`src/rtl/instruction_fetch_stage.sv`:
```
// Instruction fetch stage: pulls 64-bit instruction pairs from local store
// into a small FIFO and hands them to decode with a valid/ready handshake.
module instruction_fetch_stage #(
   parameter int LS_ADDR_WIDTH = 15,
   parameter int BUF_DEPTH     = 4
) (
   input  logic                     clock,
   input  logic                     reset,
   output logic                     imem_req,
   output logic [0:LS_ADDR_WIDTH-1] imem_addr,
   input  logic                     imem_ack,
   input  logic [0:63]              imem_rdata,
   input  logic                     branch_taken,
   input  logic [0:LS_ADDR_WIDTH-1] branch_target,
   input  logic                     decode_ready,
   output logic                     pair_valid,
   output logic [0:31]              first_inst,
   output logic [0:31]              second_inst,
   output logic [0:LS_ADDR_WIDTH-1] pair_pc
);
   localparam int AW = LS_ADDR_WIDTH;
   localparam int PW = $clog2(BUF_DEPTH);
   localparam logic [PW:0] DEPTH_C = (PW+1)'(BUF_DEPTH);
   localparam logic [0:31] EVEN_NOP = 32'h4020_0000;

   typedef enum logic [1:0] {
      S_FETCH,
      S_WAIT,
      S_DISCARD
   } state_t;

   state_t r_state;
   state_t w_state_nxt;

   logic [0:AW-1] r_fetch_pc;
   logic          r_odd_start;
   logic          r_req;
   logic [0:AW-1] r_addr;
   logic [0:63]   r_data [BUF_DEPTH];
   logic [0:AW-1] r_pc   [BUF_DEPTH];
   logic          r_odd  [BUF_DEPTH];
   logic [PW-1:0] r_wptr;
   logic [PW-1:0] r_rptr;
   logic [PW:0]   r_count;

   logic w_issue;
   logic w_push;
   logic w_pop;
   logic w_empty;
   logic w_unused_tgt;

   // Targets are word aligned, so the two lowest address bits carry nothing.
   assign w_unused_tgt = ^branch_target[AW-2:AW-1];

   assign w_empty = (r_count == '0);
   assign w_pop   = !w_empty && decode_ready && !branch_taken;

   always_comb begin
      w_state_nxt = r_state;
      w_issue     = 1'b0;
      w_push      = 1'b0;
      unique case (r_state)
         S_FETCH: begin
            if (!branch_taken && (r_count < DEPTH_C)) begin
               w_issue     = 1'b1;
               w_state_nxt = S_WAIT;
            end
         end
         S_WAIT: begin
            if (branch_taken) begin
               w_state_nxt = imem_ack ? S_FETCH : S_DISCARD;
            end else if (imem_ack) begin
               w_push      = 1'b1;
               w_state_nxt = S_FETCH;
            end
         end
         S_DISCARD: begin
            if (imem_ack) begin
               w_state_nxt = S_FETCH;
            end
         end
         default: w_state_nxt = S_FETCH;
      endcase
   end

   always_ff @(posedge clock) begin
      if (!reset) begin
         r_state <= S_FETCH;
      end else begin
         r_state <= w_state_nxt;
      end
   end

   always_ff @(posedge clock) begin
      if (!reset) begin
         r_fetch_pc  <= '0;
         r_odd_start <= 1'b0;
         r_req       <= 1'b0;
         r_addr      <= '0;
         r_wptr      <= '0;
         r_rptr      <= '0;
         r_count     <= '0;
      end else begin
         r_req <= w_issue;
         if (w_issue) begin
            r_addr <= {r_fetch_pc[0:AW-4], 3'b000};
         end
         if (branch_taken) begin
            r_fetch_pc  <= {branch_target[0:AW-4], 3'b000};
            r_odd_start <= branch_target[AW-3];
            r_wptr      <= '0;
            r_rptr      <= '0;
            r_count     <= '0;
         end else begin
            if (w_push) begin
               r_fetch_pc  <= r_fetch_pc + AW'(8);
               r_odd_start <= 1'b0;
               r_wptr      <= r_wptr + 1'b1;
            end
            if (w_pop) begin
               r_rptr <= r_rptr + 1'b1;
            end
            if (w_push && !w_pop) begin
               r_count <= r_count + 1'b1;
            end else if (!w_push && w_pop) begin
               r_count <= r_count - 1'b1;
            end
         end
      end
   end

   always_ff @(posedge clock) begin
      if (reset && w_push) begin
         r_data[r_wptr] <= imem_rdata;
         r_pc[r_wptr]   <= r_fetch_pc;
         r_odd[r_wptr]  <= r_odd_start;
      end
   end

   assign imem_req   = r_req;
   assign imem_addr  = r_addr;
   assign pair_valid = !w_empty;
   assign pair_pc    = w_empty ? '0 : r_pc[r_rptr];

   // A pair entered at its odd word replaces the skipped even slot with a NOP.
   assign first_inst = w_empty ? '0 :
                       (r_odd[r_rptr] ? EVEN_NOP : r_data[r_rptr][0:31]);
   assign second_inst = w_empty ? '0 : r_data[r_rptr][32:63];

endmodule

```
`config.mk`:
```
export PLATFORM = sky130hd
export DESIGN_NAME = instruction_fetch_stage
export DESIGN_NICKNAME = d
export VERILOG_FILES = /design/src/rtl/instruction_fetch_stage.sv
export SDC_FILE = /design/constraint.sdc
export NUM_CORES = 1
export LEC_CHECK = 0
export ABC_AREA = 1
export CAP_MARGIN = 20
export CELL_PAD_IN_SITES_DETAIL_PLACEMENT = 1
export CELL_PAD_IN_SITES_GLOBAL_PLACEMENT = 2
export CORE_MARGIN = 2
export CORE_UTILIZATION = 37
export CTS_CLUSTER_SIZE = 16
export DETAILED_ROUTE_END_ITERATION = 12
export PLACE_DENSITY = 0.76
export SLEW_MARGIN = 20
export SYNTH_ARGS = -nofsm -noshare
export SYNTH_HDL_FRONTEND = slang
export SYNTH_SLANG_ARGS = --single-unit
```
`constraint.sdc`:
```
create_clock -name clock -period 6.52 [get_ports clock]
set_clock_uncertainty 0.05 [all_clocks]
set_input_delay 0.978 -clock clock [delete_from_list [all_inputs] [get_ports clock]]
set_output_delay 0.978 -clock clock [all_outputs]
set_load 0.02 [all_outputs]
```
=== After elaboration in Yosys (flattened, before gate mapping) ===
Memory sizes are Yosys's and may differ from the RTL's. A register that Yosys moved wholly into a read port is not among the register bits.
Index checks and enable logic that the tools add are counted.

* $add $sub $neg: 5
* Magnitude comparators: 1
* Equality and inequality tests: 3
* Muxes and demuxes: 28
* Bitwise gates (word level): 1
* Reduce and logical (&&, ||, !) cells: 15

{| class="wikitable"
|+ Operators with widths
! cell !! number
|-
| $mux W32 || 3
|-
| $mux W15 || 3
|-
| $mux W2 || 10
|-
| $add A15 B4 Y15 const B || 1
|-
| $mux W1 || 9
|-
| $logic_and A1 B1 Y1 || 6
|-
| $mux W3 || 2
|-
| $pmux W2 S3 || 1
|-
| $add A2 B1 Y2 const B || 2
|-
| $logic_not A1 Y1 || 4
|-
| $reduce_bool A2 Y1 || 2
|-
| $add A3 B1 Y3 const B || 1
|-
| $logic_not A3 Y1 || 1
|-
| $lt A3 B3 Y1 const B || 1
|-
| $sub A3 B1 Y3 const B || 1
|-
| $eq A2 B1 Y1 const B || 1
|-
| $eq A2 B2 Y1 const B || 1
|-
| $logic_not A2 Y1 || 1
|-
| $ne A2 B2 Y1 const B || 1
|-
| $reduce_or A2 Y1 || 1
|-
| $not A1 Y1 || 1
|}

* Flip-flop bits (word level): 38
* Memory bits (writable): 320
* Input bits: 84
* Output and inout port bits: 96
* Memories: 3

{| class="wikitable"
|+ Memory list
! name !! depth !! bits a word !! read ports !! clocked after memory_dff !! write ports !! line !! source
|-
| r_data || 4 || 64 || 1 || 1 || 1 || 39 || <nowiki>logic [0:63] r_data [BUF_DEPTH];</nowiki>
|-
| r_pc || 4 || 15 || 1 || 1 || 1 || 40 || <nowiki>logic [0:AW-1] r_pc [BUF_DEPTH];</nowiki>
|-
| r_odd || 4 || 1 || 1 || 1 || 1 || 41 || <nowiki>logic r_odd [BUF_DEPTH];</nowiki>
|}

=== Longest topological paths before layout ===
* Depth in word-level cells: 7
* Mapped depth: 12

=== Worst setup path before layout ===
OpenSTA, ideal clock, no wires.

* Path type: input-to-reg
* Start point: input port reset
* End point: memory r_data[0][0] in the netlist's numbering, enable pin
* Setup time: 0.512 ns
* Arrival: 4.830 ns
* Required time: 5.957 ns
* Path slack: 1.127 ns
* Cell stages on the path: 6
* Path buffers: 0
* Cell sequence: inv_2 > nor2_1 > inv_2 > nor2_1 > inv_2 > nor2_1

* Word-level cells in the longest chain between the ends: 3

{| class="wikitable"
|+ Ends and longest elaborated chain
! what !! line !! source
|-
| start, declared || 8 || <nowiki>input logic reset,</nowiki>
|-
| $logic_and A1 B1 Y1 || 133 || <nowiki>if (reset && w_push) begin</nowiki>
|-
| $mux W1 || 133 ||
|-
| $mux W1 (not written as such) || 134 || <nowiki>r_data[r_wptr] <= imem_rdata;</nowiki>
|-
| end, declared || 39 ||
|}

No other way between the ends.

==> results.yml <==
status:
  outcome: "finished clean"
routing:
  postRouteAntennaNets: 0
  drt_iter0_drc: 436
  vias: 9125
  drc: 0
  wire_per_inst_um: 19.2
  dr.pass1.iters: 6
  wirelength_um: 34900
  viasPerCell: 5.02
synth:
  synth_cell_types: 29
  synthTopCellsByArea: "edfxtp_1 (67%), nor2_1 (9.1%), o21ai_0 (5.5%)"
  ys_seq_elements: 345
  yosysSeqAreaShare_pct: 72.3
  syn_inst: 1166
  synth_top_area_share_pct: 67.0
  synth_area_per_cell_um2: 11.8
  synth_top_area_cell: "edfxtp_1"
  yosysWarnings: 0
  synthesis.area_um2: 13800
sta:
  fin_tns_setup_ns: 0
  fmax_mhz: 211
  post-route-period-util_pct: 72.7
  tightest_slew_ns: 1.03
  setup_viol: 0
  slew-limit-headroom_pct: 31.6
  hold_viol: 0
  fin_ws_ns: 1.78
  slew_violations: 0
  layout_min_cycle_time_ns: 4.74
  rsz0062_at_grt: "false"
clocking:
  hold_buffers: 0
  clk_pin_slew_ns: 0.06
  cts_tree: "done"
  cts_made_buffers: 38
  post_cts_resized: 0
  clk_latency_ns: 0.51
  cts_setup_buffers: 0
  clock-sinks: 345
  htree_levels: 2
  clockBufferDepth: 3
  cts_root_buf: "clkbuf_16"
die:
  dieArea_um2: 38900
  fp.coreArea_um2: 36700
  die_x_um: 197
  ios: 180
  fp-row-count: 70
  start_util_pct: 37.6
  die_y_um: 197
setup_path:
  cp.required_ns: 5.49
  crit_family: "buffers and inverters"
  crit_path_end_kind: "output port"
  crit_arrival_ns: 3.71
  crit_path_max_incr_delay_ns: 0.71
  rrSetupSlack_ns: 3.74
  cp-start-kind: "flop"
  worstSetupPathType: "reg2out"
  crit_buf_inv: 3
  r2r_cells: 7
  crit_chain: "buf_4, o21ai_1, a21oi_2, nand2_2, buf_4, a21oi_2, clkdlybuf4s50_1"
  r2r_start: "r_state[0]"
  cp_max_fo: 82
  slowest_stage: "buf_4"
  r2r-end: "r_data[3][5]"
pwr:
  leakagePower_nw: 5.73
  totalPowerFinal_mw: 4.65
  clockPowerShare_pct: 42.6
  p_int_mw: 3.69
  p_sw_mw: 0.959
  comb_power_share_pct: 4.8
  switching_share_pct: 20.6
  powerDensity_nw_per_um2: 272
  irDropWorstVdd_mv: 0.140
  seqPwrFrac_pct: 52.5
finish:
  finish.utilization_pct: 46.5
  drive_above_1_share_pct: 7.85
  nets: 1416
  syn2layout_area_growth_pct: 23.6
  final_area_um2: 17100
global_route:
  grt_antenna_before_repair: 0
  grt_pass1_wl_um: 53800
  grt_start_max_net_pins: 97
  grt_usage_pct: 18.0
  grt_pass1_vias: 9618
  gr-total-overflow: 0
place:
  pre_cts_slack_ns: 2.11
  port_buffers: 171
  place_area_um2: 15900
  gp_congestion: 0.724
  dpl.hpwl_um: 19900
hold_path:
  holdPathStages: 2
  holdPathEnd: "imem_addr[10]"
  hp-class: "reg2reg"
  min_from: "imem_addr[10]"
job:
  drv_cap: 0
-- power groups by stage --
stage	clock network, mW	registers, mW	logic [mW]
global route	2.12	2.44	0.246
CTS	2.03	2.44	0.228
detailed placement	0	2.49	0.226
floorplan	0	2.49	0.0882
global placement	0	2.49	0.222
finish	1.98	2.44	0.224
-- cell usage in the layout (no fill, tap or decap), types with 2 or more instances in the layout --
master	n
a21oi_1	68
a21oi_2	31
buf_12	3
buf_4	8
bufinv_16	2
clkbuf_1	6
clkbuf_16	39
clkdlybuf4s50_1	171
clkinv_1	12
clkinv_2	4
conb_1	6
dfxtp_1	35
dfxtp_4	2
edfxtp_1	308
ha_1	6
inv_1	31
inv_2	4
inv_6	2
nand2_1	56
nand2_2	2
nand3_1	21
nand4_1	5
nor2_1	331
nor2_4	5
o21ai_0	151
o21ai_1	28
xor2_1	3
-- per-layer routing --
metal | global-route usage, % | wire [um] | vias to the layer above | share of wire [%]
met5 | 0 | 0 | - | 0
met4 | 4.59 | 642 | 0 | 1.8
met3 | 2.89 | 1450 | 45 | 4.1
met2 | 31.4 | 17100 | 177 | 49
met1 | 23.3 | 15700 | 4526 | 45
li1 | - | - | 4377 | -
-- worst register-to-register path, stage by stage (launching register included) --
cell     delay (ns)
dfxtp_1        0.33
inv_1          0.08
nor2_4         0.15
nand2_2        0.15
nor2_1         0.35
inv_2          0.18
nor2_4         0.64
buf_12         0.44
-- how the worst max path moves through the flow --
stage                          end  cells past startpoint
floorplan             r_data[0][0]                      6
global placement     r_data[3][12]                      7
detailed placement    r_data[3][9]                      7
CTS                 first_inst[20]                      7
global route        first_inst[20]                      7
finish              first_inst[20]                      7
-- logic make-up after synthesis --
logic type	synth area share (%)
buf+inv	3.73
flops	72.3
xor+xnor	0.190
other cells	0.0272
compound gates	11.1
fa+ha+maj	0.689
simple gates	11.9
-- sequential cells by signal (all words and copies together), names as in the netlist, named ones only --
register	count
imem_req	1
r_rptr	2
r_odd_start	1
r_count	3
r_fetch_pc	12
r_pc	48
r_state	2
r_odd	4
r_wptr	2
r_data	256
imem_addr	12
-- cell type report --
| type | count | area (um2) |
|---|---|---|
| fill | 3846 | 19600 |
| sequential | 345 | 10000 |
| multi-input combinational | 720 | 3350 |
| timing repair buffer | 183 | 1840 |
| clock buffer | 45 | 998 |
| tap | 468 | 586 |
| clock inverter | 20 | 145 |
| inverter | 37 | 143 |
| antenna | 1 | 2.50 |
-- per-stage QoR --
step | hold slack (ns) | cells
global route | 0.483 | 1818
finish | 0.441 | 1819
global placement | 0.423 | 1753
detailed placement | 0.431 | 1753
CTS | 0.452 | 1818
floorplan | 0.409 | 1171
-- cells in the mapped netlist --
library cell,instances
a21oi_1,68
a21oi_2,31
buf_1,6
buf_2,22
buf_4,14
buf_6,5
clkbuf_1,22
conb_1,1
dfxtp_1,37
edfxtp_1,308
fa_1,1
ha_1,6
inv_1,32
inv_2,5
nand2_1,56
nand2_2,2
nand3_1,21
nand3b_1,1
nand4_1,5
nor2_1,335
nor2_2,1
nor2_4,1
nor4_1,1
o211a_1,1
o21a_1,1
o21ai_0,151
o21ai_1,28
o21bai_1,1
xor2_1,3
No activity file was read; power rests on OpenSTA's default activity.
